===== src/rtl/dma_ch_arbiter.sv =====
// Grants one DMA channel at a time to the shared AHB master: top priority wins, round-robin within a level.
// One cycle from request to grant; the owner keeps the bus until done, disable or hold watchdog, then one idle cycle.
module dma_ch_arbiter #(
    parameter int CHANNEL_NUM = 8,
    parameter int MAX_HOLD    = 256
) (
    input  logic                                 clk,
    input  logic                                 areset,
    input  logic                                 arb_en_i,
    input  logic [CHANNEL_NUM-1:0]               ch_enable_i,
    input  logic [CHANNEL_NUM-1:0][1:0]          ch_prior_i,
    input  logic [CHANNEL_NUM-1:0]               ch_req_i,
    input  logic [CHANNEL_NUM-1:0]               ch_done_i,
    output logic [CHANNEL_NUM-1:0]               gnt_o,
    output logic                                 gnt_valid_o,
    output logic [$clog2(CHANNEL_NUM)-1:0]       gnt_idx_o,
    output logic                                 timeout_o,
    output logic [$clog2(CHANNEL_NUM)-1:0]       timeout_idx_o
);

    localparam int IDX_W     = $clog2(CHANNEL_NUM);
    localparam int HOLD_W    = (MAX_HOLD < 1) ? 1 : $clog2(MAX_HOLD + 1);
    localparam int HOLD_LAST = (MAX_HOLD == 0) ? 0 : MAX_HOLD - 1;

    typedef enum logic {IDLE, GRANT} state_t;

    state_t                   state_q, state_d;
    logic [CHANNEL_NUM-1:0]   gnt_q, gnt_d;
    logic [IDX_W-1:0]         gnt_idx_q, gnt_idx_d;
    logic [HOLD_W-1:0]        hold_q, hold_d;
    logic                     timeout_q, timeout_d;
    logic [IDX_W-1:0]         timeout_idx_q, timeout_idx_d;
    logic [IDX_W-1:0]         rr_ptr_q [4];
    logic [IDX_W-1:0]         rr_ptr_d [4];

    logic [CHANNEL_NUM-1:0]   elig;
    logic [1:0]               top;
    logic [IDX_W:0]           scan;
    logic [IDX_W-1:0]         win;
    logic [IDX_W-1:0]         win_next;
    logic                     found;
    logic                     rel_ab;
    logic                     rel_wd;

    // Winner search: highest eligible priority, then first match at or after that level's pointer.
    always_comb begin
        elig  = ch_req_i & ch_enable_i;
        top   = 2'd0;
        scan  = '0;
        win   = '0;
        found = 1'b0;
        for (int i = 0; i < CHANNEL_NUM; i++) begin
            if (elig[i] && (ch_prior_i[i] > top)) begin
                top = ch_prior_i[i];
            end
        end
        for (int j = 0; j < CHANNEL_NUM; j++) begin
            scan = {1'b0, rr_ptr_q[top]} + (IDX_W+1)'(j);
            if (scan >= (IDX_W+1)'(CHANNEL_NUM)) begin
                scan = scan - (IDX_W+1)'(CHANNEL_NUM);
            end
            if (!found && elig[scan[IDX_W-1:0]] && (ch_prior_i[scan[IDX_W-1:0]] == top)) begin
                found = 1'b1;
                win   = scan[IDX_W-1:0];
            end
        end
        win_next = (win == IDX_W'(CHANNEL_NUM - 1)) ? '0 : win + IDX_W'(1);
    end

    always_comb begin
        state_d       = state_q;
        gnt_d         = gnt_q;
        gnt_idx_d     = gnt_idx_q;
        hold_d        = hold_q;
        timeout_d     = 1'b0;
        timeout_idx_d = timeout_idx_q;
        rr_ptr_d      = rr_ptr_q;
        rel_ab        = ch_done_i[gnt_idx_q] | ~ch_enable_i[gnt_idx_q];
        rel_wd        = (MAX_HOLD != 0) && (hold_q == HOLD_W'(HOLD_LAST));
        case (state_q)
            IDLE: begin
                if (arb_en_i && found) begin
                    state_d       = GRANT;
                    gnt_d         = '0;
                    gnt_d[win]    = 1'b1;
                    gnt_idx_d     = win;
                    hold_d        = '0;
                    rr_ptr_d[top] = win_next;
                end
            end
            GRANT: begin
                if (rel_ab || rel_wd) begin
                    state_d   = IDLE;
                    gnt_d     = '0;
                    gnt_idx_d = '0;
                    // A watchdog expiry coinciding with done/disable is an ordinary release.
                    if (!rel_ab) begin
                        timeout_d     = 1'b1;
                        timeout_idx_d = gnt_idx_q;
                    end
                end else if (hold_q != HOLD_W'(HOLD_LAST)) begin
                    hold_d = hold_q + HOLD_W'(1);
                end
            end
            default: state_d = IDLE;
        endcase
    end

    always_ff @(posedge clk or posedge areset) begin
        if (areset) begin
            state_q       <= IDLE;
            gnt_q         <= '0;
            gnt_idx_q     <= '0;
            hold_q        <= '0;
            timeout_q     <= 1'b0;
            timeout_idx_q <= '0;
            for (int p = 0; p < 4; p++) begin
                rr_ptr_q[p] <= '0;
            end
        end else begin
            state_q       <= state_d;
            gnt_q         <= gnt_d;
            gnt_idx_q     <= gnt_idx_d;
            hold_q        <= hold_d;
            timeout_q     <= timeout_d;
            timeout_idx_q <= timeout_idx_d;
            rr_ptr_q      <= rr_ptr_d;
        end
    end

    assign gnt_o         = gnt_q;
    assign gnt_valid_o   = |gnt_q;
    assign gnt_idx_o     = gnt_idx_q;
    assign timeout_o     = timeout_q;
    assign timeout_idx_o = timeout_idx_q;

endmodule


===== config.mk =====
export PLATFORM = sky130hd
export DESIGN_NAME = dma_ch_arbiter
export DESIGN_NICKNAME = d
export VERILOG_FILES = /design/src/rtl/dma_ch_arbiter.sv
export SDC_FILE = /design/constraint.sdc
export NUM_CORES = 1
export LEC_CHECK = 0
export CAP_MARGIN = 20
export CORE_ASPECT_RATIO = 1.4
export CORE_UTILIZATION = 45
export DETAILED_ROUTE_END_ITERATION = 16
export PLACE_DENSITY_LB_ADDON = 0.05
export SLEW_MARGIN = 20
export SYNTH_ARGS = -nofsm -noshare
export SYNTH_HDL_FRONTEND = slang
export SYNTH_SLANG_ARGS = --single-unit
export TNS_END_PERCENT = 30

===== constraint.sdc =====
create_clock -name clk -period 14.7 [get_ports clk]
set_clock_uncertainty 0.05 [all_clocks]
set_input_delay 1.47 -clock clk [delete_from_list [all_inputs] [get_ports clk]]
set_output_delay 1.47 -clock clk [all_outputs]
set_load 0.005 [all_outputs]

Word-level counts from Yosys, hierarchy flattened
Index checks and enable logic that the tools add are counted.
{ "op_classes": {"n_mux": 93, "bitwise": 6, "n_reduce_logical": 39, "add_sub_neg": 17, "n_lt_le_gt_ge": 29, "eq_ne": 15} }
{ "ops": {"columns": ["operator", "count"], "rows": [
  ["$mux W3", 22],
  ["$bmux W2 S3", 8],
  ["$lt A3 B4 Y1 const B", 10],
  ["$mux W2", 16],
  ["$bmux W1 S3", 10],
  ["$ge A4 B4 Y1 const B", 7],
  ["$mux W9", 3],
  ["$logic_and A1 B1 Y1", 26],
  ["$mux W1", 24],
  ["$sub A3 B1 Y3 const B", 8],
  ["$pmux W9 S2", 1],
  ["$add A3 B3 Y4 const B", 4],
  ["$eq A2 B2 Y1", 8],
  ["$mux W8", 2],
  ["$pmux W8 S2", 1],
  ["$gt A2 B2 Y1", 7],
  ["$bwmux W12", 1],
  ["$add A9 B1 Y9 const B", 1],
  ["$eq A9 B8 Y1 const B", 1],
  ["$ne A9 B8 Y1 const B", 1],
  ["$add A3 B2 Y4 const B", 2],
  ["$and A8 B8 Y8", 1],
  ["$reduce_or A8 Y1", 1],
  ["$logic_not A1 Y1", 7],
  ["21 further kinds", 27]
]} }
{ "word_totals": {"regBits": 37, "inputBits": 43, "elab_cells": 209} }

Logic depth before layout (Yosys ltp)
{ "depth": {"depth_word": 69, "depth_mapped": 64, "ltp_nobuf": 58} }

Worst setup path after synthesis
No wires, ideal clock.
{ "synth_path": {"path_kind": "input to register", "startpoint": "in ch_enable_i[0]", "endpoint": "reg rr_ptr_q[11] (netlist bit)", "path_stages": 61, "arrival_ns": 13.655, "path_slack_ns": 0.909, "t_required_ns": 14.563, "path_buffers": 4, "cell_sequence": "and3_1 inv_1 ha_1 and2_4 a211o_4 mux2_4 ha_1 or3_1 a311oi_1 o21a_1 nor2_1 ha_1 nor2_1 o21ai_0 a211o_1 a21oi_1 o32ai_2 ha_1 [25 not listed] ha_1 clkbuf_1 inv_1 mux4_2 a211oi_1 nand3_1 a21oi_1 o22ai_2 and3b_4 nand4_1 o22ai_1 a31oi_2 inv_2 ha_1 nand2b_1 nor4_1 o211ai_1 o211ai_1"} }
{ "synth_via": {"elab_chain_cells": 66} }
{ "synth_rtl": {"columns": ["item", "line_no", "source"], "rows": [
  ["start, declared", "10", "input logic [CHANNEL_NUM-1:0] ch_enable_i,"],
  ["$and A8 B8 Y8 *", "47", "elig = ch_req_i & ch_enable_i;"],
  ["branches (longest 65 deep; another with $gt A2 B2 Y1)", null, null],
  ["end signal, assigned", "127", "rr_ptr_q <= rr_ptr_d;"],
  ["end, declared", "33", "logic [IDX_W-1:0] rr_ptr_q [4];"]
]} }
Every way passes the cells marked *. The select of a mux whose other input is x is not followed.
A chain may end at the register's enable or synchronous reset.

Worst setup path in the final report
{ "layout_path": {"startpoint": "in ch_enable_i[0]", "endpoint": "reg rr_ptr_q[8] (netlist bit)"} }
The elaborated chain is that of the path after synthesis.

==> flow_summary.ini <==
[yosys]
yosys_most_used_dff = dfrtp_1
syn-num-nets = 637
synth_compound_area_share_pct = 32.0
syn_area_um2 = 4710
syn-mean-instance-area_um2 = 8.13
synth_top_family_by_area = compound AO/OA/AOI/OAI gates
synth_xor_area_share_pct = 2.60
synthCells = 580
yosys_warnings = 0
synth-seq-area-share_pct = 19.6
synth_mux_area_share_pct = 13.0
ys_async_sr_fraction_pct = 100
synth_edf_count = 0
ys_seq_elements = 37
synth_adder_area_share_pct = 3.93
synth-simple-area-share_pct = 22.7
synth_cell_types = 88

[finish]
layout-area-overhead-vs-synth_pct = 21.8
num_antenna_cells = 0
drive_gt1_share_pct = 16.2
n_fill_cell = 961
fin_nets = 699

[floorplan]
num_rows = 43
die_area_um2 = 10900
start_util_pct = 46.8
die_w_um = 88.5
core_um2 = 10100
die_h_um = 123
pin_count = 59

[clocking]
cts_tree = yes
cts_sinks = 37
clk_pin_slew_ns = 0.06
clk_latency_ns = 0.28
numCtsBuffers = 5
postCtsHoldBufs = 0
cts_root_buf = clkbuf_16
cts.path.max_buffers = 2
h-tree-depth = 2

[global_routing]
grt_max_degree = 38
grt_pass1_wl_mm = 25.4
grt_usage_pct = 31.0
gr-total-overflow = 0
grt_pass1_vias = 4903
antenna_found_initial = 0

[detailed_routing]
postRouteAntennaNets = 0
dr.pass1.iters = 5
routed_via_density = 6.50
drt_iter0_markers = 382
dr_total_vias = 5056
routed_wl_mm = 16.4
avgRoutedWirePerCell_um = 21.1
drcViolationCount = 0

[critical_path]
rr_startpoint = rr_ptr_q[6]
path_max_fanout = 22
setup.worst_path.start_class = input port
r2r_cells = 19
criticalPathCategory = input port to flip-flop
reg2reg_to = rr_ptr_q[8]
cpMostUsedCell = ha_1
arrival_ns = 14.15
cpMaxStageDelayCell = clkdlybuf4s50_1
crit_start = ch_enable_i[0]
required_ns = 14.84
critPathCaptureType = flip-flop
crit_buf_inv = 4
worst_path_largest_cell_delay_ns = 0.53
crit_family = compound AO/OA/AOI/OAI gates
r2r_setup_slack_ns = 9.80

[timing]
period_share_pct = 95.3
rsz0062_at_grt = false
finalSetupViolCount = 0
holdWs_ns = 0.426
slew_headroom_pct = 40.4
period_needed_ns = 14.01
tns_ns = 0
worstMarginPinSlew_ns = 0.895
drv_slew = 0
setup_ws_ns = 0.690
max_freq_ghz = 0.0714
finalHoldViolCount = 0

[power_and_ir_drop]
powerDensity_nw_per_um2 = 267
p_leak_nw = 2.31
ir_worst_vdd_mv = 0.226

[worst_hold_path]
hp-class = flip-flop to flip-flop
hold_end = timeout_idx_o[0]
hold_path_depth = 2
hold_start = timeout_idx_o[0]

[status]
status = completed

[placed_design]
place_congestion = 0.976
io_buffer_count = 58
pre_cts_ws_ns = 0.0463
dp_hpwl_mm = 12.6

[run]
cap_violations = 0
kinds of logic (layout without fill, tap and decap cells):
family,Yosys count,after routing
compound gates,180,180
flops,37,37
buf+inv,67,130
simple gates,216,216
fa+ha+maj,15,15
mux,51,51
xor+xnor,14,14
worst min-delay path: stages, from the launching register on:
cell and delay [ns]:
dfrtp_1 0.34, nand2_1 0.05, nand2_1 0.06
Yosys cell counts (all sizes together) (7+ instances only):
cell    number  area share, %
nand2       82            6.5
dfrtp       37             20
inv         32            2.5
nor2        30            2.5
mux2i       28            5.9
nand3       28            3.0
o211ai      28            4.6
a21oi       22            2.4
o21ai       22            2.4
clkbuf      19            1.5
nor3        18            2.3
mux2        17            4.2
buf         15            1.9
ha          14            3.7
xnor2       14            2.6
and2        10            1.4
o31ai        9            1.4
nand4        8            1.1
nor4         8            1.1
o221ai       8            1.5
and3         7           0.93
o211a        7            1.5
o22ai        7            1.1
o32ai        7            1.5
power breakdown:
| group | switching (mW) | total, mW | internal, mW |
|---|---|---|---|
| Sequential | 0.0229 | 0.153 | 0.130 |
| Combinational | 0.761 | 1.26 | 0.500 |
| Clock | 0.0403 | 0.121 | 0.0803 |
routing by layer:
layer	GRT usage, %	part of all wire [%]
met1	34.5	38
met2	55.0	51
met3	3.27	5.0
met4	20.6	6.0
met5	0	0
area by class of cell:
cell class / instances / area (um2) / area share [%]
Tap cell: 135 / 169 / 2.94
Timing Repair Buffer: 89 / 817 / 14.2
Multi-Input combinational cell: 476 / 3530 / 61.5
Clock buffer: 6 / 129 / 2.24
Inverter: 33 / 129 / 2.24
Clock inverter: 2 / 38.8 / 0.676
Sequential cell: 37 / 926 / 16.1
registers in the layout, summed over array words and instances (netlist names):
name and cells:
gnt_o 8, state_q 1, gnt_idx_o 3, rr_ptr_q 12
timeout_idx_o 3, timeout_o 1, hold_q 9
placed cells by master, fill, tap and decap left out, drive strengths merged, types with 5 or more instances in the layout:
cell type,synthesis,final
o21ai,22,22
clkbuf,19,6
mux4,6,6
o211a,7,7
and2,10,10
and3,7,7
ha,14,14
nor3,18,18
o211ai,28,28
o221ai,8,8
a21oi,22,22
or3,5,5
o22ai,7,7
o31ai,9,9
mux2,17,17
nand2b,5,5
mux2i,28,28
o21a,6,6
nor4,8,8
a221oi,6,6
nand3,28,28
buf,15,31
xnor2,14,14
clkdlybuf4s50,0,58
inv,32,32
nand4,8,8
a22oi,5,5
nor2,30,30
o32ai,7,7
dfrtp,37,37
nand2,82,82
through the flow:
stage / std cells / utilization (%) / instance area, um2 / total power, mW
after global placement: 764 / 54.6 / 5490 / 1.34
after floorplan: 580 / - / 4710 / 1.04
after CTS: 772 / 56.2 / 5660 / 1.49
after detailed placement: 764 / 54.6 / 5490 / 1.36
after global routing: 778 / 57.1 / 5740 / 1.64
final: 778 / 57.1 / 5740 / 1.53
what timing repair did:
action,in CTS,in global routing
setup buffers,0,6
resized for setup,0,14
setup endpoints to repair,0,25
how the worst max path moves through the flow:
| stage | to | cells after the start |
|---|---|---|
| 6_report | rr_ptr_q[8] | 56 |
| 5_1_grt | rr_ptr_q[2] | 60 |
| 4_1_cts | rr_ptr_q[2] | 59 |
| 3_5_place_dp | rr_ptr_q[5] | 59 |
| 3_3_place_gp | rr_ptr_q[5] | 59 |
| 2_1_floorplan | rr_ptr_q[11] | 61 |
Note: power is estimated with default switching activity, not from simulation.
